===== config.mk =====
export PLATFORM = sky130hd
export DESIGN_NAME = digit_entry_register
export DESIGN_NICKNAME = d
export VERILOG_FILES = /design/src/rtl/digit_entry_register.sv
export SDC_FILE = /design/constraint.sdc
export NUM_CORES = 1
export LEC_CHECK = 0
export CAP_MARGIN = 0
export CORE_UTILIZATION = 35
export DETAILED_ROUTE_END_ITERATION = 8
export GPL_TIMING_DRIVEN = 0
export PLACE_DENSITY = 0.68
export SLEW_MARGIN = 20
export SYNTH_ARGS = -nofsm -noshare
export SYNTH_HDL_FRONTEND = slang
export SYNTH_SLANG_ARGS = --single-unit

===== constraint.sdc =====
create_clock -name clk -period 2.1 [get_ports clk]
set_input_delay 0.42 -clock clk [delete_from_list [all_inputs] [get_ports clk]]
set_output_delay 0.42 -clock clk [all_outputs]
set_load 0.03 [all_outputs]

===== src/rtl/digit_entry_register.sv =====
// digit_entry_register: keypad digit shift register with backspace, clear, load, fill count and overflow pulse.
module digit_entry_register #(
  parameter int DIGIT_W = 4,
  parameter int DEPTH = 4,
  localparam int CW = $clog2(DEPTH + 1)
) (
  input  logic                       clk,
  input  logic                       rst,
  input  logic                       en,
  input  logic                       push,
  input  logic [DIGIT_W-1:0]         digit,
  input  logic                       pop,
  input  logic                       clr,
  input  logic                       load,
  input  logic [DEPTH*DIGIT_W-1:0]   load_data,
  output logic [DEPTH*DIGIT_W-1:0]   Q,
  output logic [CW-1:0]              count,
  output logic                       full,
  output logic                       empty,
  output logic                       overflow
);
  localparam int N = DEPTH * DIGIT_W;
  logic [N-1:0]  r_q;
  logic [CW-1:0] r_count;
  logic          r_ovf;
  logic [N-1:0]  w_shl, w_shr, w_rep;
  logic          w_full, w_empty;
  assign w_full  = r_count == CW'(DEPTH);
  assign w_empty = r_count == '0;
  assign w_shl   = {r_q[N-DIGIT_W-1:0], digit};
  assign w_shr   = {{DIGIT_W{1'b0}}, r_q[N-1:DIGIT_W]};
  assign w_rep   = {r_q[N-1:DIGIT_W], digit};
  // push+pop on a non-empty register rewrites the newest digit; on empty it falls through to push
  always_ff @(posedge clk or posedge rst) begin
    if (rst) begin
      r_q     <= '0;
      r_count <= '0;
      r_ovf   <= 1'b0;
    end else begin
      r_ovf <= en && !clr && !load && push && !pop && w_full;
      if (en) begin
        if (clr) begin
          r_q     <= '0;
          r_count <= '0;
        end else if (load) begin
          r_q     <= load_data;
          r_count <= CW'(DEPTH);
        end else if (push && pop && !w_empty) begin
          r_q <= w_rep;
        end else if (push && !w_full) begin
          r_q     <= w_shl;
          r_count <= r_count + CW'(1);
        end else if (pop && !push && !w_empty) begin
          r_q     <= w_shr;
          r_count <= r_count - CW'(1);
        end
      end
    end
  end
  assign Q        = r_q;
  assign count    = r_count;
  assign full     = w_full;
  assign empty    = w_empty;
  assign overflow = r_ovf;
endmodule


==> results by group, run 1 <==
Place
  • DPL Wire Length: 2880 um
  • Port bufs: 48
  • GPL Wtd Cong: approximately 0.87
  • Post-Place Setup Slack: -588 ps

Timing
  • Clock skew: 1.41 ps
  • Relative slew slack: 48.4%
  • Peak Freq: 481 MHz
  • Period minus WS final: 2080 ps
  • Worst-Margin Slew: just under 800 ps
  • Final setup fails: 0
  • Worst setup margin: between 20 and 25 ps
  • Period utilization: 98.9%
  • Pins over their slew limit: 0
  • Final hold violation count: 0
  • RSZ-0062 raised after global routing: true

Outcome
  • Status: finished clean

Pwr
  • Max VDD drop: about 0.00032 V
  • Leakage power: 0.921 nW
  • PD cells: 726 nW/um2

Cells and area
  • Fin util: 56.7%
  • Syn-to-layout area delta: 54.2%
  • Layout cells sized above 1: between 20% and 30%
  • ANT cells: 0
  • Fillers: 354
  • Fin nets: 236

Yosys
  • Top FF cell, synth: dfrtp_1
  • #FFs+latches synth: 20
  • Cells taking the most area after synthesis: dfrtp_1, mux2_2, a32oi_1, inv_1, nand2_1
  • Syn Inst Count: 144
  • Seq/Total Area, Yosys: a little over a third
  • Mapped Area: 1370 um2
  • Yosys top cell area share: 36.6%
  • Synth unique cells: slightly above 40
  • Top-count cell post-synth: dfrtp_1
  • Synth cell count leaders: dfrtp_1, inv_1, mux2_2, nand2_1, nor2_1
  • Synthesis Warnings: 0
  • Async set or reset register ratio after synthesis: between 90% and 100%
  • Syn_nets: 172
  • Syn avg cell area: 9.49 um2
  • Number of synthesized flops with an enable pin: 0
  • Cell accounting for the most synthesized area: dfrtp_1

Worst setup path
  • Worst path max stage delay: 450 ps
  • Critical path class: reg2reg
  • Critical path data required time: 2250 ps
  • Critical-path cell list: or3b_4 -> nand2_8 -> xor2_2 -> ha_4 -> a21oi_2 -> a221oi_1 -> o21ai_1 -> a22o_1
  • Critical Path AT: around 2200 ps
  • CP Capture Type: register
  • Maximum fanout along the worst path: 5
  • Critical Path Slowest Stage Cell: or3b_4
  • Critical Path Start Type: register

Die
  • Die height: 64.5 um
  • Initial Util: 36.8%
  • Row count: 22
  • Top-Level Pins: 49
  • Core area: 3720 um2
  • Die Wd: approximately 64 um
  • Die Area: 4160 um2

Run
  • Max-Cap Viols: 0

Detailed routing
  • DR iter-0 viols: 49
  • Final ANT Viol Nets: 0
  • Vias/cell: 5.47
  • Final WL: 4240 um
  • Via Count: 1396
  • Remaining DRCs: 0
  • DRT Pass-1 Iters: 4
  • Routed length per instance: 16.6 um

Min path
  • Hold WC Path Type: reg2reg

Global routing
  • Largest net degree at the start of global routing: 21
  • Number of global-route vias before repair: 1418
  • Overflow after GRT: 0
  • GRT Total Usage: 21.9%
  • Initial antenna violation count: 0
  • First-pass GRT wire length: 6890 um

Clock tree
  • Reg clk slew, reported paths: roughly 70 ps
  • Clk buf depth: 2
  • TritonCTS buffer count: 3
  • Root Driver: clkbuf_8
  • H-tree depth: 1
  • CTS sink cnt: 20
  • Clk_lat worst skew: 260 ps
  • CTS tree: done
-- what timing repair did --
action | in CTS | in global routing
endpoints found under the setup margin | 12 | 14
buffers inserted | 11 | 3
resized for setup | 10 | 9
hold buffers | 0 | 0
pin swaps | 5 | 3
gates cloned | 0 | 0
-- area by class of cell --
type | count | area [um2] | area share (%)
flip-flops and latches | 20 | 504 | 23.9
plain buffers | 6 | 37.5 | 1.78
repair buffers | 62 | 576 | 27.3
inverters | 14 | 52.6 | 2.49
multi-input cells | 101 | 822 | 39.0
well taps | 48 | 60.1 | 2.85
clock buffers | 4 | 55.1 | 2.61
-- critical path, delay by kind of cell, from the launching register on --
family | cells | cell delay, ps
adders and majority gates | 1 | 190
AOI/OAI and AO/OA | 4 | 620
xor gates and xnor gates | 1 | 170
DFF | 1 | 440
and+or+nand+nor | 2 | 550
-- power breakdown --
| part | total, mW | internal, mW | leakage (nW) | switching (mW) |
|---|---|---|---|---|
| sequential | 0.500 | 0.440 | 0.249 | 0.0600 |
| clock | 0.297 | 0.167 | 0.0288 | 0.130 |
| combinational | 0.732 | 0.344 | 0.643 | 0.388 |
-- stage by stage --
step	TNS [ps]	std cells	cell area, um2	hold slack (ps)	power [mW]
2_1_floorplan	-125	144	1380	384	0.910
3_3_place_gp	-7460	240	1920	493	1.16
3_5_place_dp	-7400	240	1920	502	1.16
4_1_cts	-31.5	252	2060	520	1.50
5_1_grt	-83.1	255	2110	546	1.61
6_report	0	255	2110	512	1.53
-- layout by cell type (no fill, tap or decap), types with 3 or more instances in the layout --
master and instances:
clkdlybuf4s50_1 43, dfrtp_1 17, inv_1 14, mux2_2 14, buf_4 14, nand2_1 13
nor2_1 9, o21ai_0 8, a32oi_1 8, clkbuf_1 4, mux2i_1 4, a221oi_1 4
a22oi_1 4, clkbuf_8 4, a21oi_2 3, nor3_1 3, a21o_1 3, o21ai_1 3
dfrtp_2 3
-- routing by layer --
| metal | wire length, um | up-vias | share of wire, % | global-route usage, % |
|---|---|---|---|---|
| met2 | 1990 | 62 | 47 | 37.6 |
| met1 | 1920 | 678 | 45 | 27.6 |
| met3 | 254 | 8 | 6.0 | 2.64 |
| met4 | 76 | 0 | 1.8 | 9.17 |
| met5 | 0 | - | 0 | 0 |
| li1 | - | 648 | - | - |
-- logic make-up after synthesis --
logic type,Yosys count,synth area share [%]
AO/OA/AOI/OAI,43,24.1
XOR/XNOR,1,0.641
adder cells (fa/ha/maj),1,0.916
buffers and inverters,23,7.88
flip-flops,20,36.6
multiplexers,19,15.3
AND/OR/NAND/NOR,37,14.6
-- sequential cells by signal, summed over array words and instances, names as in the netlist --
register and flops:
Q 16, count 3, overflow 1
-- path summary, 6_finish.rpt --
path,slack (ps),start,end,cells past startpoint
max,20,count[1]$_DFFE_PP0P_,count[2]$_DFFE_PP0P_,8
min,510,Q[3]$_DFFE_PP0P_,Q[3]$_DFFE_PP0P_,1
max reg2reg,20,count[1]$_DFFE_PP0P_,count[2]$_DFFE_PP0P_,8
min reg2reg,510,Q[3]$_DFFE_PP0P_,Q[3]$_DFFE_PP0P_,1
max in group asynchronous,960,rst,count[2]$_DFFE_PP0P_,2
min in group asynchronous,600,rst,Q[12]$_DFFE_PP0P_,2
Power figures use the tool's default switching activity.
==> run 2: changes to the inputs <==
--- a/config.mk
+++ b/config.mk
@@ -6,10 +6,12 @@
 export NUM_CORES = 1
 export LEC_CHECK = 0
 export CAP_MARGIN = 0
+export CORE_MARGIN = 2
 export CORE_UTILIZATION = 35
 export DETAILED_ROUTE_END_ITERATION = 8
+export GPL_ROUTABILITY_DRIVEN = 0
 export GPL_TIMING_DRIVEN = 0
-export PLACE_DENSITY = 0.68
+export PLACE_DENSITY = 0.73
 export SLEW_MARGIN = 20
 export SYNTH_ARGS = -nofsm -noshare
 export SYNTH_HDL_FRONTEND = slang
==> run 2 against run 1 <==
  * Flip-flop and latch count unchanged
  * Final area down 1.8%
  * Largest power group unchanged
  * Highest routed layer unchanged
  * Utilization down 1.0 points
  * Critical endpoint is now count[0]$_DFFE_PP0P_
  * Die area up 6.3%
  * Sequential share of layout area up 0.43 points
  * Non-clock buffer count down 3
  * Via count down 5.9%
  * Fmax up 1.9%
  * Global-route usage down 3.1 points
==> results by group, run 2 (synthesis gave the netlist of run 1 again) <==
Die
  • Initial Util: 36.8%
  • Top-Level Pins: 49
  • Row count: 22
  • Die Area: approximately 4400 um2
  • Core area: 3720 um2
  • Die Wd: 66.5 um
  • Die height: 66.5 um

Clock tree
  • CTS tree: done
  • Hold buffers post-CTS: 0
  • Root Driver: clkbuf_8
  • H-tree depth: 1
  • TritonCTS buffer count: 3
  • Clk buf depth: 2
  • Clk_lat worst skew: 260 ps
  • CTS sink cnt: 20
  • Reg clk slew, reported paths: ~80 ps

Global routing
  • GRT Total Usage: 18.8%
  • Number of global-route vias before repair: 1250
  • Overflow after GRT: 0
  • Largest net degree at the start of global routing: 21
  • Initial antenna violation count: 0
  • First-pass GRT wire length: roughly 6200 um

Cells and area
  • Max reg flops: 16
  • Syn-to-layout area delta: 51.5%
  • Layout cells sized above 1: 24.5%
  • Most frequent cells in the layout: clkdlybuf4s50_1, dfrtp_1, inv_1, mux2_2, nand2_1
  • ANT cells: 0
  • Fin nets: ~230
  • Fin util: 55.7%
  • Most common cell after layout, fill and taps aside: clkdlybuf4s50_1

Detailed routing
  • Remaining DRCs: 0
  • DRT Pass-1 Iters: 4
  • Final WL: 3950 um
  • Final ANT Viol Nets: 0
  • Via Count: 1313
  • DR iter-0 viols: between 60 and 70
  • Routed length per instance: 15.7 um
  • Vias/cell: 5.21

Min path
  • WHS Path Cells: 1
  • Hold WC Path Type: reg2reg

Worst setup path
  • CP startpoint: count[0]$_DFFE_PP0P_
  • CP Capture Type: register
  • Critical path class: reg2reg
  • Critical Path AT: approximately 2200 ps
  • Critical Path Start Type: register
  • R2R cell count: 7
  • Critical path data required time: 2250 ps
  • Worst r2r dst: count[0]$_DFFE_PP0P_
  • Crit path to: count[0]$_DFFE_PP0P_
  • R2R setup slack: ~62 ps
  • Maximum fanout along the worst path: 10
  • Reg2reg start: count[0]$_DFFE_PP0P_

Place
  • Port bufs: 48
  • DPL Wire Length: 2770 um

Outcome
  • Status: finished clean

Timing
  • Pins over their slew limit: 0
  • Period minus WS final: 2040 ps
  • Clock skew: roughly 12 ps
  • Worst hold margin: between 500 and 600 ps
  • Worst-Margin Slew: 772 ps
  • RSZ-0062 raised after global routing: true
  • Relative slew slack: 48.5%
  • Peak Freq: about 490 MHz
  • Final hold violation count: 0
  • Final setup fails: 0
  • Period utilization: 97.1%
  • Setup_tns: 0 ps

Run
  • Max-Cap Viols: 0

Pwr
  • PD cells: 707 nW/um2
  • Leakage power: 0.903 nW
  • Tot Pwr: 1.46 mW
  • Max VDD drop: 0.000371 V
-- run 2: changes by cell type in the layout (fill, tap and decap cells not counted), sizes merged --
| cell | change |
|---|---|
| clkbuf | -3 |
| clkdlybuf4s15 | +1 |
| buf | -2 |
| clkdlybuf4s50 | +1 |
-- run 2: worst min-delay path by stage --
stage / startpoint / end / slack (ps)
after floorplan: rst / Q[0]$_DFFE_PP0P_ / 380
after global routing: Q[3]$_DFFE_PP0P_ / Q[3]$_DFFE_PP0P_ / 550
final: Q[12]$_DFFE_PP0P_ / Q[12]$_DFFE_PP0P_ / 530
after global placement: Q[3]$_DFFE_PP0P_ / Q[3]$_DFFE_PP0P_ / 510
after CTS: Q[3]$_DFFE_PP0P_ / Q[3]$_DFFE_PP0P_ / 530
after detailed placement: Q[3]$_DFFE_PP0P_ / Q[3]$_DFFE_PP0P_ / 510
-- run 2: metrics by stage --
stage / cell area, um2 / cells / setup WS (ps)
finish: 2070 / 252 / 61.5
global route: 2070 / 252 / -53.3
CTS: 2050 / 252 / -25.0
detailed placement: 1920 / 240 / -539
global placement: 1920 / 240 / -540
floorplan: 1380 / 144 / -125
-- run 2: metal layers --
metal,part of all wire [%],GRT usage (%),up-vias
li1,-,-,647
met1,45,25.7,614
met2,48,31.4,48
met3,5.9,2.87,4
met4,0.63,3.83,0
met5,0,0,-
-- run 2: area by class of cell --
class                   instances  area (um2)
plain buffers                   5        33.8
clock buffers                   4        45.0
fillers                       337        1650
inverters                      14        52.6
multi-input cells             101         802
flip-flops and latches         20         504
well taps                      48        60.1
repair buffers                 60         572
-- run 2: report_power, final --
group          leakage [nW]  internal, mW  switching (mW)
Clock                0.0228         0.135           0.127
Sequential            0.249         0.440          0.0518
Combinational         0.631         0.334           0.376
-- run 2: repair_timing --
item / CTS / global route
setup endpoints to repair: 12 / 19
buffers inserted: 11 / 1
pin swaps: 5 / 5
gates resized for setup: 10 / 3
-- run 2: worst max-delay path, cell delays in order (launching register included) --
cell and delay [ps]:
dfrtp_2 410, buf_4 150, or3_4 410, a21oi_2 190, a21oi_2 70, o21ai_4 190, buf_6 170, mux2_1 330
==> run 3: changes to the inputs <==
--- a/config.mk
+++ b/config.mk
@@ -8,6 +8,7 @@
 export CAP_MARGIN = 0
 export CORE_MARGIN = 2
 export CORE_UTILIZATION = 35
+export CTS_BUF_LIST = sky130_fd_sc_hd__clkbuf_4 sky130_fd_sc_hd__clkbuf_8
 export DETAILED_ROUTE_END_ITERATION = 8
 export GPL_ROUTABILITY_DRIVEN = 0
 export GPL_TIMING_DRIVEN = 0
==> run 3 against run 2 <==
  * Critical path type unchanged
  * Clock skew is 2.3 ps lower
  * Global-route usage unchanged
  * Final area decreased by 0.18%
  * Non-clock buffer count unchanged
  * Via count shrank 1.3%
  * Sequential power about the same
  * Largest power group unchanged
  * Worst hold slack worse by 1.5 ps
  * Final cell count unchanged
  * Utilization down 0.10 points
  * Count of clock-buffer cells in the layout unchanged
  * Worst setup slack worse by 36 ps
  * Clock power grew 5%
==> results by group, run 3 (synthesis gave the netlist of run 1 again) <==
Cells and area
  • Fin nets: 233
  • Layout cells sized above 1: 24.5%
  • Fin util: 55.6%
  • Design Area, Final: about 2100 um2
  • Syn-to-layout area delta: 51.2%
  • Most frequent cells in the layout: clkdlybuf4s50_1, dfrtp_1, inv_1, mux2_2, nand2_1
  • Fillers: 338
  • ANT cells: 0
  • Most common cell after layout, fill and taps aside: clkdlybuf4s50_1
  • Layout Cells excl Fill: 252
  • Max reg flops: 16

Pwr
  • Seq pwr share: 33.5%
  • Tot Pwr: about 1.5 mW
  • Switching Fraction: 37.7%
  • PD cells: roughly 700 nW/um2
  • Net switching power: 0.553 mW
  • P_int: a little over 0.9 mW
  • Combinational power share: 47.8%
  • Clock power share: 18.7%
  • Leakage power: 0.910 nW
  • Max VDD drop: 0.000372 V

Detailed routing
  • DRT Pass-1 Iters: 4
  • Via Count: 1296
  • Remaining DRCs: 0
  • Routed length per instance: 15.5 um
  • Final WL: 3900 um
  • Vias/cell: 5.14
  • Final ANT Viol Nets: 0
  • DR iter-0 viols: 72

Outcome
  • Status: finished clean

Clock tree
  • H-tree depth: 1
  • Reg clk slew, reported paths: about 80 ps
  • CTS tree: done
  • CTS sink cnt: 20
  • Clk buf depth: 2
  • Root Driver: clkbuf_8
  • TritonCTS buffer count: 3
  • Clk_lat worst skew: 260 ps

Timing
  • Setup_tns: 0 ps
  • Period minus WS final: 2070 ps
  • Worst hold margin: 529 ps
  • Pins over their slew limit: 0
  • Final setup fails: 0
  • Peak Freq: 482 MHz
  • Period utilization: 98.8%
  • RSZ-0062 raised after global routing: true
  • Worst-Margin Slew: roughly 770 ps
  • Clock skew: between 9 and 10 ps
  • Relative slew slack: 48.9%
  • Worst setup margin: between 20 and 30 ps
  • Final hold violation count: 0

Worst setup path
  • Critical Path AT: 2220 ps
  • Critical Path Start Type: register
  • Maximum fanout along the worst path: 10
  • Critical path data required time: 2240 ps
  • Critical path class: reg2reg
  • CP Capture Type: register

Die
  • Die Wd: approximately 66 um
  • Core area: 3720 um2
  • Die Area: 4420 um2
  • Top-Level Pins: 49
  • Row count: 22
  • Initial Util: 36.8%
  • Die height: 66.5 um

Min path
  • Hold WC Path Type: reg2reg

Place
  • Port bufs: 48
  • Placement Cell Area: 1920 um2
  • Placed cell count: 240
  • DPL Wire Length: 2770 um
  • Post-Place Setup Slack: -539 ps

Global routing
  • GRT Total Usage: 18.8%
  • Initial antenna violation count: 0
  • Largest net degree at the start of global routing: 21
  • Overflow after GRT: 0
  • Number of global-route vias before repair: 1248
  • First-pass GRT wire length: 6260 um

Run
  • Max-Cap Viols: 0
[run 3: changes by cell type in the layout (fill, tap and decap cells not counted), sizes merged]
cell and change:
clkbuf +1, clkdlybuf4s15 -1, clkdlybuf4s50 -1, dlymetal6s2s +1
[run 3: layout make-up]
class                   count  area, um2  share of cell area [%]
repair buffers             59        561                    27.1
plain buffers               6       37.5                    1.82
clock buffers               4       48.8                    2.36
inverters                  14       52.6                    2.54
flip-flops and latches     20        504                    24.4
well taps                  48       60.1                    2.91
multi-input cells         101        802                    38.8
[run 3: what timing repair did]
action | in CTS | in global routing
hold buffers | 0 | 0
setup endpoints to repair | 12 | 20
setup buffers | 10 | 1
resized for setup | 10 | 7
pin swaps | 5 | 5
[run 3: worst max-delay path: stages, from the launching register on]
cell	delay, ps
dfrtp_2	410
buf_4	160
or3_4	420
a21oi_2	200
a21oi_2	80
o21ai_4	190
buf_6	170
mux2_1	330
[run 3: per-layer routing]
| layer | vias to the layer above | wire, um | GRT usage, % | share of wire [%] |
|---|---|---|---|---|
| li1 | 646 | - | - | - |
| met1 | 609 | 1820 | 26.2 | 47 |
| met2 | 36 | 1870 | 30.8 | 48 |
| met3 | 5 | 180 | 2.87 | 4.6 |
| met4 | 0 | 29 | 3.83 | 0.74 |
| met5 | - | 0 | 0 | 0 |
[run 3: worst paths after layout]
| check | slack (ps) | depth (start not counted) | startpoint | end |
|---|---|---|---|---|
| max in group asynchronous | 970 | 2 | rst | count[1]$_DFFE_PP0P_ |
| setup reg to reg | 30 | 7 | count[0]$_DFFE_PP0P_ | count[0]$_DFFE_PP0P_ |
| setup / recovery | 30 | 7 | count[0]$_DFFE_PP0P_ | count[0]$_DFFE_PP0P_ |
| hold reg to reg | 530 | 1 | Q[3]$_DFFE_PP0P_ | Q[3]$_DFFE_PP0P_ |
| min in group asynchronous | 600 | 2 | rst | count[2]$_DFFE_PP0P_ |
| hold / removal | 530 | 1 | Q[3]$_DFFE_PP0P_ | Q[3]$_DFFE_PP0P_ |
[run 3: power groups by stage]
| stage | Clock, mW | Combinational (mW) | Sequential [mW] |
|---|---|---|---|
| 4_1_cts | 0.281 | 0.692 | 0.492 |
| 3_5_place_dp | 0 | 0.657 | 0.500 |
| 5_1_grt | 0.303 | 0.754 | 0.499 |
| 2_1_floorplan | 0 | 0.316 | 0.593 |
| 6_report | 0.274 | 0.701 | 0.492 |
| 3_3_place_gp | 0 | 0.653 | 0.500 |
